**config.mk**
```make
export PLATFORM = sky130hd
export DESIGN_NAME = serial_subtractor
export DESIGN_NICKNAME = d
export VERILOG_FILES = /design/src/rtl/serial_subtractor.sv
export SDC_FILE = /design/constraint.sdc
export NUM_CORES = 1
export LEC_CHECK = 0
export ABC_AREA = 1
export CAP_MARGIN = 25
export CELL_PAD_IN_SITES_DETAIL_PLACEMENT = 1
export CELL_PAD_IN_SITES_GLOBAL_PLACEMENT = 2
export CORE_MARGIN = 4
export CORE_UTILIZATION = 31
export CTS_CLUSTER_DIAMETER = 100
export CTS_CLUSTER_SIZE = 25
export DETAILED_ROUTE_END_ITERATION = 10
export PLACE_DENSITY_LB_ADDON = 0.1
export SKIP_CTS_REPAIR_TIMING = 1
export SYNTH_ARGS = -nofsm -noshare
export SYNTH_HDL_FRONTEND = slang
export SYNTH_SLANG_ARGS = --single-unit
```
**constraint.sdc**
```tcl
create_clock -name clk -period 4.8 [get_ports clk]
set_clock_uncertainty 0.2 [all_clocks]
set_input_delay 0.72 -clock clk [delete_from_list [all_inputs] [get_ports clk]]
set_output_delay 0.72 -clock clk [all_outputs]
set_load 0.05 [all_outputs]
```
**src/rtl/serial_subtractor.sv**
```systemverilog
// serial_subtractor: digit-serial out = in1 - in2, LSB digit first, valid/ready on both sides.
// Define SERIAL_SUBTRACTOR_OVERFLOW_EN to add the registered signed-overflow output.
module serial_subtractor #(
  parameter int BUS_WIDTH   = 32,
  parameter int DIGIT_WIDTH = 4
) (
  input  logic                 clk,
  input  logic                 rst_n,
  input  logic                 in_valid,
  output logic                 in_ready,
  input  logic [BUS_WIDTH-1:0] in1,
  input  logic [BUS_WIDTH-1:0] in2,
  output logic                 out_valid,
  input  logic                 out_ready,
  output logic [BUS_WIDTH-1:0] out,
  output logic                 borrow
`ifdef SERIAL_SUBTRACTOR_OVERFLOW_EN
  ,
  output logic                 overflow
`endif
);
  localparam int NUM_DIGITS = BUS_WIDTH / DIGIT_WIDTH;
  localparam int CW = $clog2(NUM_DIGITS + 1);

  if (BUS_WIDTH % DIGIT_WIDTH != 0) begin : g_bad_width
    $error("DIGIT_WIDTH must divide BUS_WIDTH");
  end

  typedef enum logic [1:0] {IDLE, RUN, DONE} state_t;
  state_t state, state_next;

  logic [BUS_WIDTH-1:0] a, b, res, res_next;
  logic [BUS_WIDTH+DIGIT_WIDTH-1:0] cat;
  logic [DIGIT_WIDTH:0] sum;
  logic [CW-1:0] cnt;
  logic c, last;
`ifdef SERIAL_SUBTRACTOR_OVERFLOW_EN
  logic s1, s2;
`endif

  assign in_ready  = state == IDLE;
  assign out_valid = state == DONE;
  assign last = cnt == CW'(NUM_DIGITS - 1);
  assign sum = {1'b0, a[DIGIT_WIDTH-1:0]} + {1'b0, ~b[DIGIT_WIDTH-1:0]} + {{DIGIT_WIDTH{1'b0}}, c};
  // Shift the new digit in at the MSB end; works even when only one digit exists.
  assign cat = {sum[DIGIT_WIDTH-1:0], res} >> DIGIT_WIDTH;
  assign res_next = cat[BUS_WIDTH-1:0];

  always_ff @(posedge clk)
    state <= !rst_n ? IDLE : state_next;

  always_comb begin
    state_next = state;
    state_next = state == IDLE ? (in_valid ? RUN : IDLE) :
                 state == RUN  ? (last ? DONE : RUN) :
                                 (out_ready ? IDLE : DONE);
  end

  always_ff @(posedge clk) begin
    if (!rst_n) begin
      a      <= '0;
      b      <= '0;
      res    <= '0;
      out    <= '0;
      borrow <= 1'b0;
      cnt    <= '0;
      c      <= 1'b0;
`ifdef SERIAL_SUBTRACTOR_OVERFLOW_EN
      s1       <= 1'b0;
      s2       <= 1'b0;
      overflow <= 1'b0;
`endif
    end else if (state == IDLE && in_valid) begin
      a   <= in1;
      b   <= in2;
      cnt <= '0;
      c   <= 1'b1;
`ifdef SERIAL_SUBTRACTOR_OVERFLOW_EN
      s1 <= in1[BUS_WIDTH-1];
      s2 <= in2[BUS_WIDTH-1];
`endif
    end else if (state == RUN) begin
      a   <= a >> DIGIT_WIDTH;
      b   <= b >> DIGIT_WIDTH;
      res <= res_next;
      c   <= sum[DIGIT_WIDTH];
      cnt <= cnt + CW'(1);
      if (last) begin
        out    <= res_next;
        borrow <= ~sum[DIGIT_WIDTH];
`ifdef SERIAL_SUBTRACTOR_OVERFLOW_EN
        overflow <= (s1 != s2) && (res_next[BUS_WIDTH-1] != s1);
`endif
      end
    end
  end
endmodule

```
-- Yosys cells after proc, flatten, opt, wreduce, memory -nomap -nowiden
Index checks and enable logic that the tools add are counted.
- bits in registers: 136
- output and inout bits: 35
- bits of input ports: 68
- logic and storage cells: 35
- reductions and logical operators: 6
- bitwise gates (word level): 4
- mux-type cells: 11
- add/subtract/negate cells: 3
- eq/ne operators: 3
- operators with widths (operator ; count):
    $mux 32 ; 4
    $mux 2 ; 4
    $add 4x4->5 ; 1
    $add 5x1->5 ; 1
    $add 4x1->4 const B ; 1
    $eq 4x3->1 const B ; 1
    $not 4->4 ; 1
    $mux 1 ; 3
    $not 1->1 ; 3
    $reduce_and 3->1 ; 1
    $eq 2x1->1 const B ; 1
    $eq 2x2->1 const B ; 1
    $logic_not 2->1 ; 1
    $reduce_and 2->1 ; 1
    $reduce_bool 2->1 ; 1
    $reduce_or 2->1 ; 1
    $logic_and 1x1->1 ; 1

-- Longest topological paths before layout
- depth after elaboration: 5
- gate-level depth with buffers: 8
- mapped depth without buffers: 8

-- Worst setup path before layout
No wires, ideal clock.
- path type: reg2out
- start point: reg state[1]
- end point: out out_valid
- setup slack: 2842 ps
- data required time: 3880 ps
- arrival time: 1038 ps
- stages on the path, launching flop included: 3
- path buffers: 0
- path through: dfxtp_1 -> inv_1 -> nor2_1
- word-level cells in the longest chain between the ends: 1
- ends and longest elaborated chain (element ; line ; source):
    from (decl) ; 30 ; state_t state, state_next;
    from (signal assigned) ; 50 ; state <= !rst_n ? IDLE : state_next;
    $eq 2x2->1 ; 42 ; assign out_valid = state == DONE;
    to (decl) ; 13 ; output logic out_valid,
No other way between the ends.

-- Worst setup path in the final report
- start point: reg state[0]
- end point: reg out[1]
- word-level cells in the longest chain between the ends: 4
- elaborated cells between the ends (all ways): 5
- those cells by class: 1 x eq/ne; 1 x bitwise; 3 x reduce/logical
- ends and longest elaborated chain (element ; line ; source):
    $logic_not 2->1 ; 73 ; end else if (state == IDLE && in_valid) begin
    $logic_and 1x1->1 ; 73 ;
    $not 1->1 (no line) ; n/a ;
    $reduce_and 3->1 (no line) * ; n/a ;
    to (signal assigned) ; 89 ; out <= res_next;
    to (decl) ; 15 ; output logic [BUS_WIDTH-1:0] out,
Mark *: on every way between the ends. The rest lies on a longest branch, timed or not.
A chain may end at the register's enable or synchronous reset.

==> Flow_metrics.wiki <==
{| class="wikitable"
! Metric !! Value
|-
| Number of global-route vias before repair || 4752
|-
| Type of origin of the critical path || register
|-
| Average instance area after synthesis || between 7 and 8 um^2
|-
| Core footprint || 0.0159 mm^2
|-
| Final setup violating endpoints || 0
|-
| Number of rows created at floorplan || 46
|-
| Total placed cells including tap cells || 951
|-
| Clock Sink Count || 132
|-
| Drt via density || 4.70
|-
| Count of unique library cells instantiated by Yosys || 21
|-
| Detail-routed net length per standard cell || about 14 um
|-
| Critical Setup Path Class || reg -> reg
|-
| Fraction of the yosys area taken by sequential cells || 52.3%
|-
| Launching instance or port of the critical path || state[0]$_SDFF_PN0_
|-
| TritonCTS clock tree || done
|-
| Most instantiated flip-flop cell in the synthesis netlist || sky130_fd_sc_hd__dfxtp_1
|-
| Maximum number of pins on one net before global-route repair || 66
|-
| Number of DRC markers after the initial detailed-route iteration || 228
|-
| Clock root buffer || sky130_fd_sc_hd__clkbuf_16
|-
| Arrival time of data at the critical path endpoint || 3.02 ns
|-
| Share of cell area taken by muxes after synthesis || 0%
|-
| CP max stage delay || 0.70 ns
|-
| Fillers || 1956
|-
| Max-Slew Margin vs Limit || 32.0%
|-
| Crit Path Max Fanout || 36
|-
| Initial Utilization || 31.7%
|-
| Area of combinational cells with multiple inputs || 0.00214 mm^2
|-
| Fraction of layout cells with a size suffix above 1 || 6.12%
|-
| Post-synthesis compound-gate area fraction || 14.5%
|-
| Worst reg2reg path startpoint || state[0]$_SDFF_PN0_
|-
| X dimension of the die || 136 um
|-
| Htree depth || 4
|-
| Final net count || 829
|-
| Final antenna diode count || 0
|-
| Worst ir drop on vdd || 0.267 mV
|-
| Setup repair after global routing missed its margin || false
|-
| Status || finished, final reports clean
|-
| Synth-to-Final Area Change || 35.0%
|-
| Worst-Margin Slew || 1.02 ns
|-
| Insertion delay of the later-clocked pin in the worst-skew pair || 0.42 ns
|-
| Clock buffer count from CTS || 17
|-
| Xor-xnor portion of the synthesized cell area || 0.346%
|-
| Y dimension of the die || 136 um
|-
| Combinational family with the most area after synthesis || simple AND/OR/NAND/NOR gates
|-
| Post-synthesis cell type with the largest combined area || sky130_fd_sc_hd__dfxtp_1
|-
| EDFF count, synth || 0
|-
| Area of the mapped netlist || approximately 0.0051 mm^2
|-
| Total I/O pin count || 103
|-
| Tot GR Track Use || 15.6%
|-
| Die footprint || about 0.018 mm^2
|-
| Sum of routed wire length over all layers || 13.8 mm
|-
| Chain of cells forming the critical path || nand2_2 -> nor2_4 -> inv_1 -> nor2_1 -> nor2_1
|-
| Post-synthesis share of cell area spent on and, or, nand and nor gates || 25.4%
|-
| Adder-cell share of the synthesized area || 1.78%
|-
| Final-report hold violation count || 0
|-
| Slew Limit Fails || 0
|-
| DRC violations left || 0
|-
| Synthesized flop and latch total || 132
|-
| Static power due to leakage || 2.58 nW
|-
| Setup TNS Final || 0 ns
|-
| Hold Crit Start || a[31]$_SDFFE_PN0P_
|-
| Master of the slowest instance on the critical path || sky130_fd_sc_hd__nor2_4
|-
| Final critical path time including I/O delays and setup || 2.90 ns
|-
| Category of the worst setup path capture point || register
|-
| Final Instance Count excl. Fillers || 984
|-
| Most used standard cells in the synthesized netlist || sky130_fd_sc_hd__nand2_1 (199), sky130_fd_sc_hd__dfxtp_1 (132), sky130_fd_sc_hd__nor2_1 (126)
|-
| Critical path buffer and inverter count || 1
|-
| Proportion of netlist area held by the largest area contributor || 52.3%
|-
| Crit path setup slack, layout || 1.90 ns
|-
| FF/Latch Area || 0.00264 mm^2
|-
| Number of nets produced by synthesis || 746
|-
| Ranking of synthesized cells by area || sky130_fd_sc_hd__dfxtp_1 (52%), sky130_fd_sc_hd__nand2_1 (15%), sky130_fd_sc_hd__nor2_1 (9.4%)
|-
| Worst path most repeated cell || sky130_fd_sc_hd__nor2_1
|-
| Worst setup slack after placement || 1.76 ns
|-
| Yosys Warn Count || 0
|-
| Hold WC Path Type || reg -> reg
|-
| Number of antenna violations at the first check in global routing || 0
|-
| Number of nets with antenna violations after detailed routing || 0
|-
| Most common cell in the netlist || sky130_fd_sc_hd__nand2_1
|-
| Final cycle utilization of the critical path || 60.5%
|-
| Maximum buffer depth of the clock tree || 2
|-
| Power per cell area || about 410 mW/mm^2
|-
| Max Fclk || 344 MHz
|-
| Clock transition at the registers of the reported paths || 0.06 ns
|-
| Detailed-route via count || 4627
|-
| Synth Instances || 672
|-
| Cell class contributing the biggest share of worst-path delay || simple AND/OR/NAND/NOR gates
|-
| Endpoint required time on the critical path || about 4.9 ns
|-
| First-pass GRT wire length || 22.8 mm
|-
| Fraction of synthesis flops using an asynchronous set or reset pin || 0%
|-
| Gr ovfl total || 0
|-
| Total of buffers placed on input and output ports || 102
|-
| Number of iterations in the first detailed-routing pass || 4
|-
| Final GP Congestion || 0.734
|-
| Max-cap viol count || 0
|-
| Post-detailed-placement half-perimeter wirelength || 9.13 mm
|}
[layout by cell type, fill, tap and decap left out]
master                            instances
sky130_fd_sc_hd__a21oi_1                 16
sky130_fd_sc_hd__a31oi_1                 56
sky130_fd_sc_hd__buf_12                   2
sky130_fd_sc_hd__buf_4                    5
sky130_fd_sc_hd__bufinv_16                3
sky130_fd_sc_hd__clkbuf_16               17
sky130_fd_sc_hd__clkdlybuf4s50_1        102
sky130_fd_sc_hd__clkinv_2                 1
sky130_fd_sc_hd__clkinv_4                 3
sky130_fd_sc_hd__clkinvlp_4               7
sky130_fd_sc_hd__dfxtp_1                132
sky130_fd_sc_hd__fa_1                     2
sky130_fd_sc_hd__ha_1                     4
sky130_fd_sc_hd__inv_1                   14
sky130_fd_sc_hd__inv_2                    4
sky130_fd_sc_hd__inv_6                    1
sky130_fd_sc_hd__nand2_1                199
sky130_fd_sc_hd__nand2_2                  1
sky130_fd_sc_hd__nand3_1                  6
sky130_fd_sc_hd__nor2_1                 126
sky130_fd_sc_hd__nor2_2                   1
sky130_fd_sc_hd__nor2_4                   1
sky130_fd_sc_hd__nor3_1                   2
sky130_fd_sc_hd__o21ai_0                 60
sky130_fd_sc_hd__o21ai_4                  1
sky130_fd_sc_hd__xor2_1                   2
[cell families after synthesis]
logic type / Yosys count
flip-flops: 132
adder cells (fa/ha/maj): 6
buffers and inverters: 63
AND/OR/NAND/NOR: 336
XOR/XNOR: 2
AO/OA/AOI/OAI: 133
[through the flow]
step                      cell area (um^2)  total power, mW  utilization, %  hold WS, ns
final                                 6830             2.83            42.8        0.265
after global routing                  6830             2.96            42.8        0.296
after CTS                             6810             2.87            42.7        0.268
after detailed placement              6200             1.52            38.9        0.259
after global placement                6180             1.51            38.7        0.251
after floorplan                       5060             1.40               -        0.244
[tightest hold or removal path, delay by kind of cell (launching register included)]
kind | cells | cell delay [ns]
DFF | 1 | 0.31
and+or+nand+nor | 1 | 0.06
AOI/OAI and AO/OA | 1 | 0.05
[area by class of cell]
type	count	area share, %
clock buffer	17	6.23
clock inverter	15	2.68
inverter	18	0.990
multi-input combinational	477	31.3
sequential	132	38.7
tap	216	3.96
timing repair buffer	109	16.1
[metal layers]
layer | vias up | share of wire, % | track usage, %
li1 | 2345 | - | -
met1 | 2190 | 45 | 18.3
met2 | 79 | 49 | 26.9
met3 | 13 | 3.9 | 4.79
met4 | 0 | 1.4 | 5.38
met5 | - | 0 | 0
[final timing paths]
path | endpoint | slack, ns | cells after the start
setup / recovery | out[1]$_SDFFE_PN0P_ | 1.90 | 5
hold / removal | a[31]$_SDFFE_PN0P_ | 0.26 | 2
setup reg to reg | out[1]$_SDFFE_PN0P_ | 1.90 | 5
hold reg to reg | a[31]$_SDFFE_PN0P_ | 0.26 | 2
[flip-flops by register name, summed over array words and instances, names as in the netlist]
| name | flops |
|---|---|
| res | 28 |
| c | 1 |
| a | 32 |
| out | 32 |
| state | 2 |
| b | 32 |
| cnt | 4 |
| borrow | 1 |
[where the power goes]
part	leakage [nW]	switching, mW	internal [mW]	total [mW]
combinational	1.23	0.170	0.124	0.294
sequential	1.08	0.0416	1.16	1.20
clock	0.274	0.511	0.817	1.33
(Power assumes the default switching activity.)
